**config.mk**
```make
export PLATFORM = sky130hd
export DESIGN_NAME = serial_transmitter
export DESIGN_NICKNAME = d
export VERILOG_FILES = /design/src/rtl/serial_pkg.sv /design/src/rtl/serial_transmitter.sv
export SDC_FILE = /design/constraint.sdc
export NUM_CORES = 1
export LEC_CHECK = 0
export ABC_AREA = 1
export BUFFER_PORTS_ARGS = -buffer_cell sky130_fd_sc_hd__buf_2
export CAP_MARGIN = 20
export CORE_MARGIN = 4
export CORE_UTILIZATION = 54
export CTS_CLUSTER_DIAMETER = 60
export DETAILED_ROUTE_END_ITERATION = 12
export HOLD_SLACK_MARGIN = 0.08
export PLACE_DENSITY = 0.76
export SYNTH_ARGS = -nofsm -noshare
export SYNTH_HDL_FRONTEND = slang
export SYNTH_SLANG_ARGS = --single-unit
export TNS_END_PERCENT = 50
```
**constraint.sdc**
```tcl
create_clock -name clk -period 1.3 [get_ports clk]
set_input_delay 0.065 -clock clk [delete_from_list [all_inputs] [get_ports clk]]
set_output_delay 0.065 -clock clk [all_outputs]
set_load 0.01 [all_outputs]
```
**src/rtl/serial_pkg.sv**
```systemverilog
// Framing constants shared by both ends of the one-bit-per-clock serial link.
// Holds the state encodings and line levels so transmitter and receiver agree.
// No logic; types and constants only.
package serial_pkg;

   // State encodings used by the framing FSMs.
   localparam logic [2:0] IDLE   = 3'd0;
   localparam logic [2:0] START  = 3'd1;
   localparam logic [2:0] DATA   = 3'd2;
   localparam logic [2:0] PARITY = 3'd3;
   localparam logic [2:0] STOP   = 3'd4;

   typedef enum logic [2:0] {
      S_IDLE   = IDLE,
      S_START  = START,
      S_DATA   = DATA,
      S_PARITY = PARITY,
      S_STOP   = STOP
   } state_t;

   // Line levels for the framing bits.
   localparam logic IDLE_LEVEL  = 1'b1;
   localparam logic START_LEVEL = 1'b0;
   localparam logic STOP_LEVEL  = 1'b1;

endpackage

```
**src/rtl/serial_transmitter.sv**
```systemverilog
// Serial frame transmitter: start bit, DATA_BITS data bits LSB first, optional parity, one stop bit.
// Latency: byte accepted at edge E0 puts the start bit on the line after edge E1.
// Backpressure: ready is low while the one-entry holding register is full; valid is ignored then.
module serial_transmitter
   import serial_pkg::*;
#(
   parameter int DATA_BITS  = 8,
   parameter bit PARITY_EN  = 1'b0,
   parameter bit PARITY_ODD = 1'b0
) (
   input  logic                 clk,
   input  logic                 reset,
   input  logic [DATA_BITS-1:0] data_in,
   input  logic                 valid,
   output logic                 ready,
   output logic                 out,
   output logic                 busy,
   output logic                 done
);

   localparam int                CNT_W    = $clog2(DATA_BITS);
   localparam logic [CNT_W-1:0]  LAST_BIT = CNT_W'(DATA_BITS - 1);

   state_t               state;
   logic [DATA_BITS-1:0] hold;
   logic                 hold_valid;
   logic [DATA_BITS-1:0] shift;
   logic [CNT_W-1:0]     bit_cnt;
   logic                 parity;
   logic                 load;

   // The holding register drains into the shifter only between frames: from IDLE,
   // or straight out of STOP so back-to-back frames have no idle gap.
   assign load  = hold_valid && (state == S_IDLE || state == S_STOP);
   assign ready = !hold_valid;

   // Line, busy and done decode purely from registered state; no input reaches them.
   always_comb begin
      out  = IDLE_LEVEL;
      busy = (state != S_IDLE);
      done = 1'b0;
      case (state)
         S_START:  out = START_LEVEL;
         S_DATA:   out = shift[0];
         S_PARITY: out = parity ^ PARITY_ODD;
         S_STOP: begin
            out  = STOP_LEVEL;
            done = 1'b1;
         end
         default:  out = IDLE_LEVEL;
      endcase
   end

   // Holding register, shifter, bit counter, parity accumulator and frame FSM.
   always_ff @(posedge clk) begin
      if (reset) begin
         state      <= S_IDLE;
         hold       <= '0;
         hold_valid <= 1'b0;
         shift      <= '0;
         bit_cnt    <= '0;
         parity     <= 1'b0;
      end else begin
         // Accept and load never coincide: load needs hold_valid, accept needs it clear.
         if (valid && !hold_valid) begin
            hold       <= data_in;
            hold_valid <= 1'b1;
         end

         if (load) begin
            shift      <= hold;
            hold_valid <= 1'b0;
            bit_cnt    <= '0;
            parity     <= 1'b0;
            state      <= S_START;
         end else begin
            case (state)
               S_IDLE:  state <= S_IDLE;
               S_START: state <= S_DATA;
               S_DATA: begin
                  shift  <= shift >> 1;
                  parity <= parity ^ shift[0];
                  if (bit_cnt == LAST_BIT) begin
                     bit_cnt <= '0;
                     state   <= PARITY_EN ? S_PARITY : S_STOP;
                  end else begin
                     bit_cnt <= bit_cnt + 1'b1;
                  end
               end
               S_PARITY: state <= S_STOP;
               S_STOP:   state <= S_IDLE;
               default:  state <= S_IDLE;
            endcase
         end
      end
   end

endmodule

```
# [Word level (Yosys, flattened, before mapping)]
# Index checks and enable logic that the tools add are counted.
[totals] elab_cells=32 regBits=24 romBits=0 mem_count=0 output_inout_bits=4 ram_bits=0 latchBits=0
[classes] multipliers=0 shifts=0 magnitude_cmp=0 n_eq_ne=7 bitwise=1 mux=8 div_mod_pow=0 addsub=1 n_reduce_logical=8
[op_table] operator="$mux W8" n=2
[op_table] operator="$pmux W3 S3" n=1
[op_table] operator="$eq A3 B2 Y1 const B" n=2
[op_table] operator="$eq A3 B3 Y1 const B" n=2
[op_table] operator="$mux W3" n=2
[op_table] operator="$add A3 B1 Y3 const B" n=1
[op_table] operator="$eq A3 B1 Y1 const B" n=1
[op_table] operator="$logic_not A3 Y1" n=1
[op_table] operator="$ne A3 B3 Y1 const B" n=1
[op_table] operator="$pmux W1 S3" n=1
[op_table] operator="$reduce_bool A3 Y1" n=1
[op_table] operator="$logic_and A1 B1 Y1" n=2
[op_table] operator="$mux W1" n=2
[op_table] operator="$ne A2 B2 Y1 const B" n=1
[op_table] operator="$reduce_bool A2 Y1" n=1
[op_table] operator="$reduce_or A2 Y1" n=1
[op_table] operator="$logic_not A1 Y1" n=1
[op_table] operator="$logic_or A1 B1 Y1" n=1
[op_table] operator="$xor A1 B1 Y1" n=1

# [Logic depth before layout (Yosys ltp)]
# Gate-level depths: netlist of the first run.
[logic_depth] depth_word=4 mapped_depth=7 depth_no_buf=6

# [Worst setup path after synthesis of the first run]
# OpenSTA, ideal clock, no wires.
[synth_timing] path_type="reg-to-reg" from="reg hold_valid" to="reg hold[6]" n_path_buf=2 required_time_ns=1.181 path_slack_ns=0.158 arrival_ns=1.023 stages_incl_launch_ff=7 setup_ns=0.119 path_cell_list="dfxtp_1 buf_4 inv_1 nand2_1 buf_2 o21ai_0 a21oi_1"
[synth_between] elab_chain_len=2
[synth_lines] element="start, declared" line_no="serial_transmitter.sv:26" rtl="logic hold_valid;"
[synth_lines] element="start signal, assigned" line_no="serial_transmitter.sv:59" rtl="hold_valid <= 1'b0;"
[synth_lines] element="start signal, assigned" line_no="serial_transmitter.sv:67" rtl="hold_valid <= 1'b1;"
[synth_lines] element="start signal, assigned" line_no="serial_transmitter.sv:72" rtl="hold_valid <= 1'b0;"
[synth_lines] element="$logic_not A1 Y1"
[synth_lines] element="named net ready" line_no="serial_transmitter.sv:15" rtl="output logic ready,"
[synth_lines] element="$logic_and A1 B1 Y1" line_no="serial_transmitter.sv:65" rtl="if (valid && !hold_valid) begin"
[synth_lines] element="end signal, assigned" line_no="serial_transmitter.sv:66" rtl="hold <= data_in;"
[synth_lines] element="end, declared" line_no="serial_transmitter.sv:25" rtl="logic [DATA_BITS-1:0] hold;"
# The timed path passes the listed nets, and every way through them passes these cells.
# A chain may end at the register's enable or synchronous reset.

# [Final worst setup path of the first run]
[layout_timing] from="reg state[2]" to="out out"
[layout_between] elab_chain_len=2 elab_cells_between_ends=4
[layout_lines] element="start, declared" line_no="serial_transmitter.sv:24" rtl="state_t state;"
[layout_lines] element="start signal, assigned" line_no="serial_transmitter.sv:85" rtl="state <= PARITY_EN ? S_PARITY : S_STOP;"
[layout_lines] element="$eq A3 B2 Y1 or $eq A3 B1 Y1 (tied branches)" line_no="serial_transmitter.sv:42" rtl="case (state)"
[layout_lines] element="$pmux W1 S3 (*)" line_no="serial_transmitter.sv:42"
[layout_lines] element="end, declared" line_no="serial_transmitter.sv:16" rtl="output logic out,"
# Mark *: on every way between the ends. The rest lies on a longest branch, timed or not.

==> run metrics, run 1 <==
status=finished clean; Tmin final=1293 ps; later-pin clock latency in the skew report=320 ps; crit-path cells=inv_2, nand2_2, nor2_4, nand2_1, nand4_1, buf_2; Max IR drop VDD=0.7635 mV; first-pass GRT wire length=3822 um; fin nets=185; wire per inst=11.45 um; synthesized cell area=1051 um2; Cell Rows=15; largest family of logic cells by synthesized area=simple AND/OR/NAND/NOR gates; # fillers=144; Pleak=0.5753 nW; worst hold slack=185.7 ps; flop2flop setup slack=90 ps; Pwr Density=1147 nW/um2; largest net degree at the start of global routing=19; clk root buf=clkbuf_4; Simple-Gate Fraction of Synth Area=29.17%; crit start category=flip-flop; Crit Path Max Fanout=5; gpl congestion=0.8098; Synth Warn #=0; CP delay by family, top=flip-flops; xor/xnor share of the synthesized area=0%; die area=2716 um2; most frequent cells in the layout=23 x nand2_1, 22 x nand3_1, 22 x dfxtp_1; critical path capture point type=output port; CP arrival=1230 ps; pre-CTS WS=95.16 ps; Max Cap Viol=0; Starting Density=58.95%; Sequential Power Share=53.5%; Core Footprint=1783 um2; Synth Area in Compound Gates=12.86%; Iteration-0 DRC Markers=12; slowest CP cell=dfxtp_1; Hold Path Class=primary input to flip-flop; Synth Area in Adders=2.381%; setup tns final=0 ps; mux share of post-synthesis cell area=0%; Syn Area/Cell=7.401 um2; Worst Clk Skew=3.473 ps; H-tree level count=1; layout cells sized above 1=21.64%; CTS max path bufs=2; Sw Pwr=0.0004265 W; Combinational Power Share=21.0%; worst path buffer plus inverter count=2; synthesized flop and latch total=24; critical register-to-register path startpoint=state[0]; Avg Vias per Cell=5.133; delay of the slowest critical-path stage=340 ps; DP HPWL=1514 um; area of the multi-input gates=476.7 um2; clock tree sinks=24; Reg clk slew, reported paths=120 ps; RSZ-0062 raised after global routing=yes; Hold Path Origin=valid; DRC=0; r2r endpoint=shift[4]; Hold Violations, Final=0; Crit Path Class=flip-flop to output port; final core occ=74.25%; Worst Path Required=1240 ps; initial antenna violation count=0; Synth cell types=19; io pins=15; setup violators final=0; Post-DRT Antenna Nets=0; Worst-Margin Slew=238.2 ps; worst hold stages=3; Clock power frac=25.5%; gr usage total=19.05%; chip height=52.12 um; Diodes inserted=0; sequential share of the synthesized area=45.71%; fin crit share=99.45%; Int Power=0.001092 W; Post-Syn Instances=142; P&R area growth vs syn=25.95%; PortBufs=14; Slew Limit Fails=0; final setup margin=7.210 ps; Chip Width=52.12 um; Max Fclk=773.5 MHz; vias in the first global route=911; Worst slew margin=84.06%; TritonCTS clock tree=done; Pre-Repair DR Iteration Count=4; most common cell after layout, fill and taps aside=nand2_1; Register Area=488.0 um2; aggregate global routing overflow=0; worst r2r path cells=5; CTS buffer count=3; synthesized netlist net count=155; routed vias=1,006; worst hold endpoint=hold[4]; WL final=2245 um; Sw Ratio=28.09%
[cell type report]
class | instances | area share (%)
timing repair buffer | 31 | 16.92
sequential | 24 | 36.86
clock buffer | 4 | 2.741
tap | 25 | 2.363
multi-input combinational | 94 | 36.01
inverter | 18 | 5.104
[Yosys cell counts, drive strengths merged]
master,n,area (um2)
nor2,11,51.30
ha,2,25.02
nand3b,1,7.510
inv,18,67.56
nand2,29,123.9
a21oi,18,90.09
nand4,1,6.260
nand3,22,110.1
dfxtp,24,480.5
clkbuf,2,7.510
o21ai,9,45.04
buf,4,28.78
nor3b,1,7.510
[worst max path at each step]
stage                          start  endpoint  depth (start not counted)  slack [ps]
after floorplan           hold_valid   hold[6]                          6         160
after detailed placement    state[1]  state[2]                          4         100
after CTS                   state[0]  shift[3]                          6          20
final                       state[2]       out                          6           7
after global routing        state[0]       out                          5         -50
after global placement      state[1]  state[2]                          4         130
[routing by layer]
layer / track usage (%) / part of all wire [%] / vias up
li1: - / - / 518
met3: 2.579 / 3.7 / 7
met2: 30.75 / 46 / 22
met4: 12.66 / 2.8 / 0
met5: 0 / 0 / -
met1: 23.32 / 47 / 459
[through the flow]
step	cells	power (W)	instance area, um2
global placement	179	0.001090	1146
detailed placement	179	0.001099	1146
finish	196	0.001518	1324
floorplan	142	0.001029	1051
global route	196	0.001600	1324
CTS	195	0.001527	1314
[logic make-up (layout without fill, tap and decap cells)]
group                      after synthesis  after routing
and+or+nand+nor                         65             65
buffers and inverters                   24             53
DFF                                     24             24
AOI/OAI and AO/OA                       27             27
adders and majority gates                2              2
[state kept, by name (all words and copies together), names as in the netlist]
name / flops
shift: 8
bit_cnt: 3
hold_valid: 1
hold: 8
parity: 1
state: 3
[worst reg2reg max path, cell delays in order, from the launching register on]
cell and delay, ps:
dfxtp_4 370, buf_4 150, nand3b_1 230, nand2_2 180, nand3_1 90, a21oi_1 130
[power groups by stage]
stage          logic [W]  clock network, W  registers (W)
3_5_place_dp    0.000268                 0       0.000831
6_report        0.000318          0.000387       0.000813
3_3_place_gp    0.000261                 0       0.000829
4_1_cts         0.000308          0.000406       0.000813
5_1_grt         0.000355          0.000425       0.000820
2_1_floorplan   0.000207                 0       0.000822
[repair_timing]
action | CTS | global route
endpoints found under the hold margin | 15 | 0
pin swaps | 2 | 1
hold buffers | 9 | 0
setup buffers | 3 | 1
resized for setup | 8 | 1
setup endpoints to repair | 2 | 11
Power figures use the tool's default switching activity.
==> inputs of run 2 (changes only) <==
Settings changed: CORE_UTILIZATION 54 to 25, PLACE_DENSITY 0.76 to default.
==> run metrics, run 2 (synthesis results as in run 1) <==
Pwr Density=1229 nW/um2; Diodes inserted=0; routed vias=945; wire per inst=9.944 um; Pre-Repair DR Iteration Count=4; Register Area=485.5 um2; Cell Rows=23; CTS max path bufs=2; Max Fclk=830.3 MHz; worst r2r path cells=6; fin crit share=92.65%; Crit Path Max Fanout=5; Pleak=0.5597 nW; Hold Path Origin=data_in[2]; Core Footprint=4029 um2; area of the multi-input gates=476.7 um2; WL final=2148 um; Regs by FF count=hold: 8 flops, shift: 8 flops; Slew Limit Fails=0; Max IR drop VDD=0.5747 mV; clk root buf=clkbuf_8; RSZ-0062 raised after global routing=no; gpl congestion=0.7334; layout cells sized above 1=22.29%; TritonCTS clock tree=done; initial antenna violation count=0; CP endpoint=done; Crit Path Class=flip-flop to output port; Worst slew margin=83.95%; critical path capture point type=output port; Iteration-0 DRC Markers=37; Worst Clk Skew=4.486 ps; PortBufs=14; setup violators final=0; crit-path cells=nor2_4, buf_6, inv_2, nor2_1, buf_2; DRC=0; DP HPWL=1560 um; clock tree sinks=24; later-pin clock latency in the skew report=270 ps; io pins=15; Reg clk slew, reported paths=90 ps; Hold Path Class=primary input to flip-flop; CP arrival=1140 ps; largest net degree at the start of global routing=19; aggregate global routing overflow=0; Hold Violations, Final=0; crit start category=flip-flop; flop2flop setup slack=180 ps; Worst-Margin Slew=239.9 ps; Tmin final=1204 ps; worst hold slack=81.35 ps; Avg Vias per Cell=4.375; Max Cap Viol=0; Chip Width=72.84 um; Post-DRT Antenna Nets=0; H-tree level count=1; gr usage total=8.995%; Worst Path Required=1240 ps; r2r endpoint=shift[4]; P&R area growth vs syn=25.95%; status=finished clean; delay of the slowest critical-path stage=370 ps; die area=5306 um2; vias in the first global route=839; total power=0.001627 W; most common cell after layout, fill and taps aside=nand2_1; CTS buffer count=3; first-pass GRT wire length=3698 um; chip height=72.84 um; slowest CP cell=dfxtp_4; most frequent cells in the layout=23 x nand2_1, 22 x nand3_1, 22 x dfxtp_1; critical register-to-register path startpoint=state[0]; setup tns final=0 ps; CP Launch Point=state[0]; # fillers=452; Starting Density=26.09%; fin nets=180
[run 2: cell count changes in the layout (fill, tap and decap cells not counted), sizes merged]
cell         before  now
buf              22   21
dlygate4sd3       9    5
[run 2: worst max-delay path, delay by kind of cell (launching register included)]
kind                   cells  cell delay [ps]
buffers and inverters      3              280
flip-flops                 1              370
AND/OR/NAND/NOR            2              210
[run 2: what timing repair did]
item / in CTS / in global routing
pin swaps: 1 / 1
gates resized for setup: 3 / 6
cloned: 0 / 0
setup endpoints to repair: 2 / 6
hold buffers: 5 / 0
hold endpoints to repair: 10 / 0
setup buffers: 1 / 2
[run 2: power breakdown]
part           internal [W]  switching [W]  total (W)
combinational      0.000126       0.000174   0.000300
sequential         0.000785      0.0000297   0.000814
clock              0.000271       0.000242   0.000513
[run 2: worst min path at each step]
stage | endpoint | slack, ps | depth (start not counted)
after floorplan | hold[3] | 230 | 2
after global placement | hold[3] | 330 | 3
after detailed placement | hold[3] | 320 | 3
after CTS | hold[2] | 80 | 3
after global routing | hold[2] | 100 | 3
final | hold[2] | 80 | 3
[run 2: stage by stage]
step	cell area, um2	util [%]	cells	setup WS (ps)
after detailed placement	1177	29.22	204	103.7
after global routing	1324	32.86	216	18.87
after floorplan	1051	-	142	157.8
after CTS	1297	32.21	214	18.45
final	1324	32.86	216	95.59
after global placement	1177	29.22	204	76.77
[run 2: final cells by class]
type	instances	share of cell area, %
sequential	24	36.67
multi-input combinational	94	36.01
timing repair buffer	26	13.33
inverter	18	5.104
tap	50	4.726
clock buffer	4	4.159
[run 2: per-layer routing]
metal  global-route usage [%]  up-vias  wire, um
met5                        0        -         0
met2                    14.23       14      1024
met1                    11.17      420      1004
li1                         -      507         -
met4                    3.689        0        31
met3                    3.030        4        87
==> inputs of run 3 (changes only) <==
Settings changed: CAP_MARGIN 20 to default, MAX_ROUTING_LAYER from default to met4.
==> run metrics, run 3 (synthesis results as in run 1) <==
status=finished clean; aggregate global routing overflow=0; CTS max path bufs=2; total power=0.001628 W; setup tns final=0 ps; pre-CTS WS=103.7 ps; Avg Vias per Cell=4.375; P&R area growth vs syn=25.95%; Hold Violations, Final=0; CP arrival=1140 ps; Max IR drop VDD=0.5761 mV; setup violators final=0; Chip Width=72.84 um; routed vias=945; Worst-Margin Slew=239.7 ps; Pre-Repair DR Iteration Count=5; fin nets=180; fin crit share=92.65%; Cell Rows=23; Worst Clk Skew=4.234 ps; layout cells sized above 1=22.29%; clock tree sinks=24; Crit Path Class=flip-flop to output port; Max Fclk=830.2 MHz; later-pin clock latency in the skew report=270 ps; gr usage total=9.257%; Slew Limit Fails=0; Pwr Density=1230 nW/um2; PortBufs=14; clk root buf=clkbuf_8; worst hold slack=82.73 ps; TritonCTS clock tree=done; WL final=2153 um; final core occ=32.86%; critical path capture point type=output port; DRC=0; DP HPWL=1560 um; Crit Path Max Fanout=5; most frequent cells in the layout=23 x nand2_1, 22 x nand3_1, 22 x dfxtp_1; Tmin final=1204 ps; initial antenna violation count=0; flop2flop setup slack=180 ps; most common cell after layout, fill and taps aside=nand2_1; largest net degree at the start of global routing=19; die area=5306 um2; RSZ-0062 raised after global routing=no; CTS buffer count=3; chip height=72.84 um; Reg clk slew, reported paths=90 ps; first-pass GRT wire length=3698 um; gpl congestion=0.7424; # fillers=452; Post-DRT Antenna Nets=0; crit start category=flip-flop; io pins=15; Diodes inserted=0; H-tree level count=1; Worst slew margin=83.96%; Starting Density=26.09%; wire per inst=9.968 um; Hold Path Class=primary input to flip-flop; Regs by FF count=hold: 8 flops, shift: 8 flops; Iteration-0 DRC Markers=37; final setup margin=95.50 ps; Worst Path Required=1240 ps; Core Footprint=4029 um2; Pleak=0.5597 nW; Max Cap Viol=0; vias in the first global route=839
[run 3: cell counts in the layout (fill, tap and decap cells not counted)]
Identical to the previous run, type by type.
[run 3: where the power goes]
group / internal (W) / total, W / switching (W)
combinational: 0.000126 / 0.000300 / 0.000174
sequential: 0.000785 / 0.000814 / 0.0000298
clock: 0.000271 / 0.000514 / 0.000243
[run 3: final timing paths]
path,from,endpoint,cells after the start
setup / recovery,state[0],done,5
hold reg to reg,hold[4],hold[4],2
hold / removal,data_in[2],hold[2],3
setup reg to reg,state[0],shift[4],6
[run 3: through the flow]
step	area (um2)	std cells
final	1324	216
after global routing	1324	216
after CTS	1297	214
after detailed placement	1177	204
after global placement	1177	204
after floorplan	1051	142
[run 3: worst max-delay path: stages (launching register included)]
cell     delay, ps
dfxtp_4        370
nor2_4         140
buf_6          120
inv_2           30
nor2_1          70
buf_2          130
[run 3: layout make-up]
type                            count  area, um2  area share [%]
Clock buffer                        4      55.05           4.159
Inverter                           18      67.56           5.104
Multi-Input combinational cell     94      476.7           36.01
Sequential cell                    24      485.5           36.67
Tap cell                           50      62.56           4.726
Timing Repair Buffer               26      176.4           13.33
[run 3: per-layer routing]
metal / part of all wire, % / track usage [%] / vias to the layer above
met4: 1.4 / 3.689 / 0
met3: 4.0 / 3.030 / 4
met1: 47 / 11.17 / 420
li1: - / - / 507
met2: 48 / 14.23 / 14
met5: 0 / - / -
[run 3: what timing repair did]
| action | 4_1_cts | 5_1_grt |
|---|---|---|
| setup endpoints to repair | 2 | 6 |
| cloned | 0 | 0 |
| hold buffers | 5 | 0 |
| hold endpoints to repair | 10 | 0 |
| resized for setup | 3 | 6 |
| pin swaps | 1 | 1 |
| setup buffers | 1 | 2 |
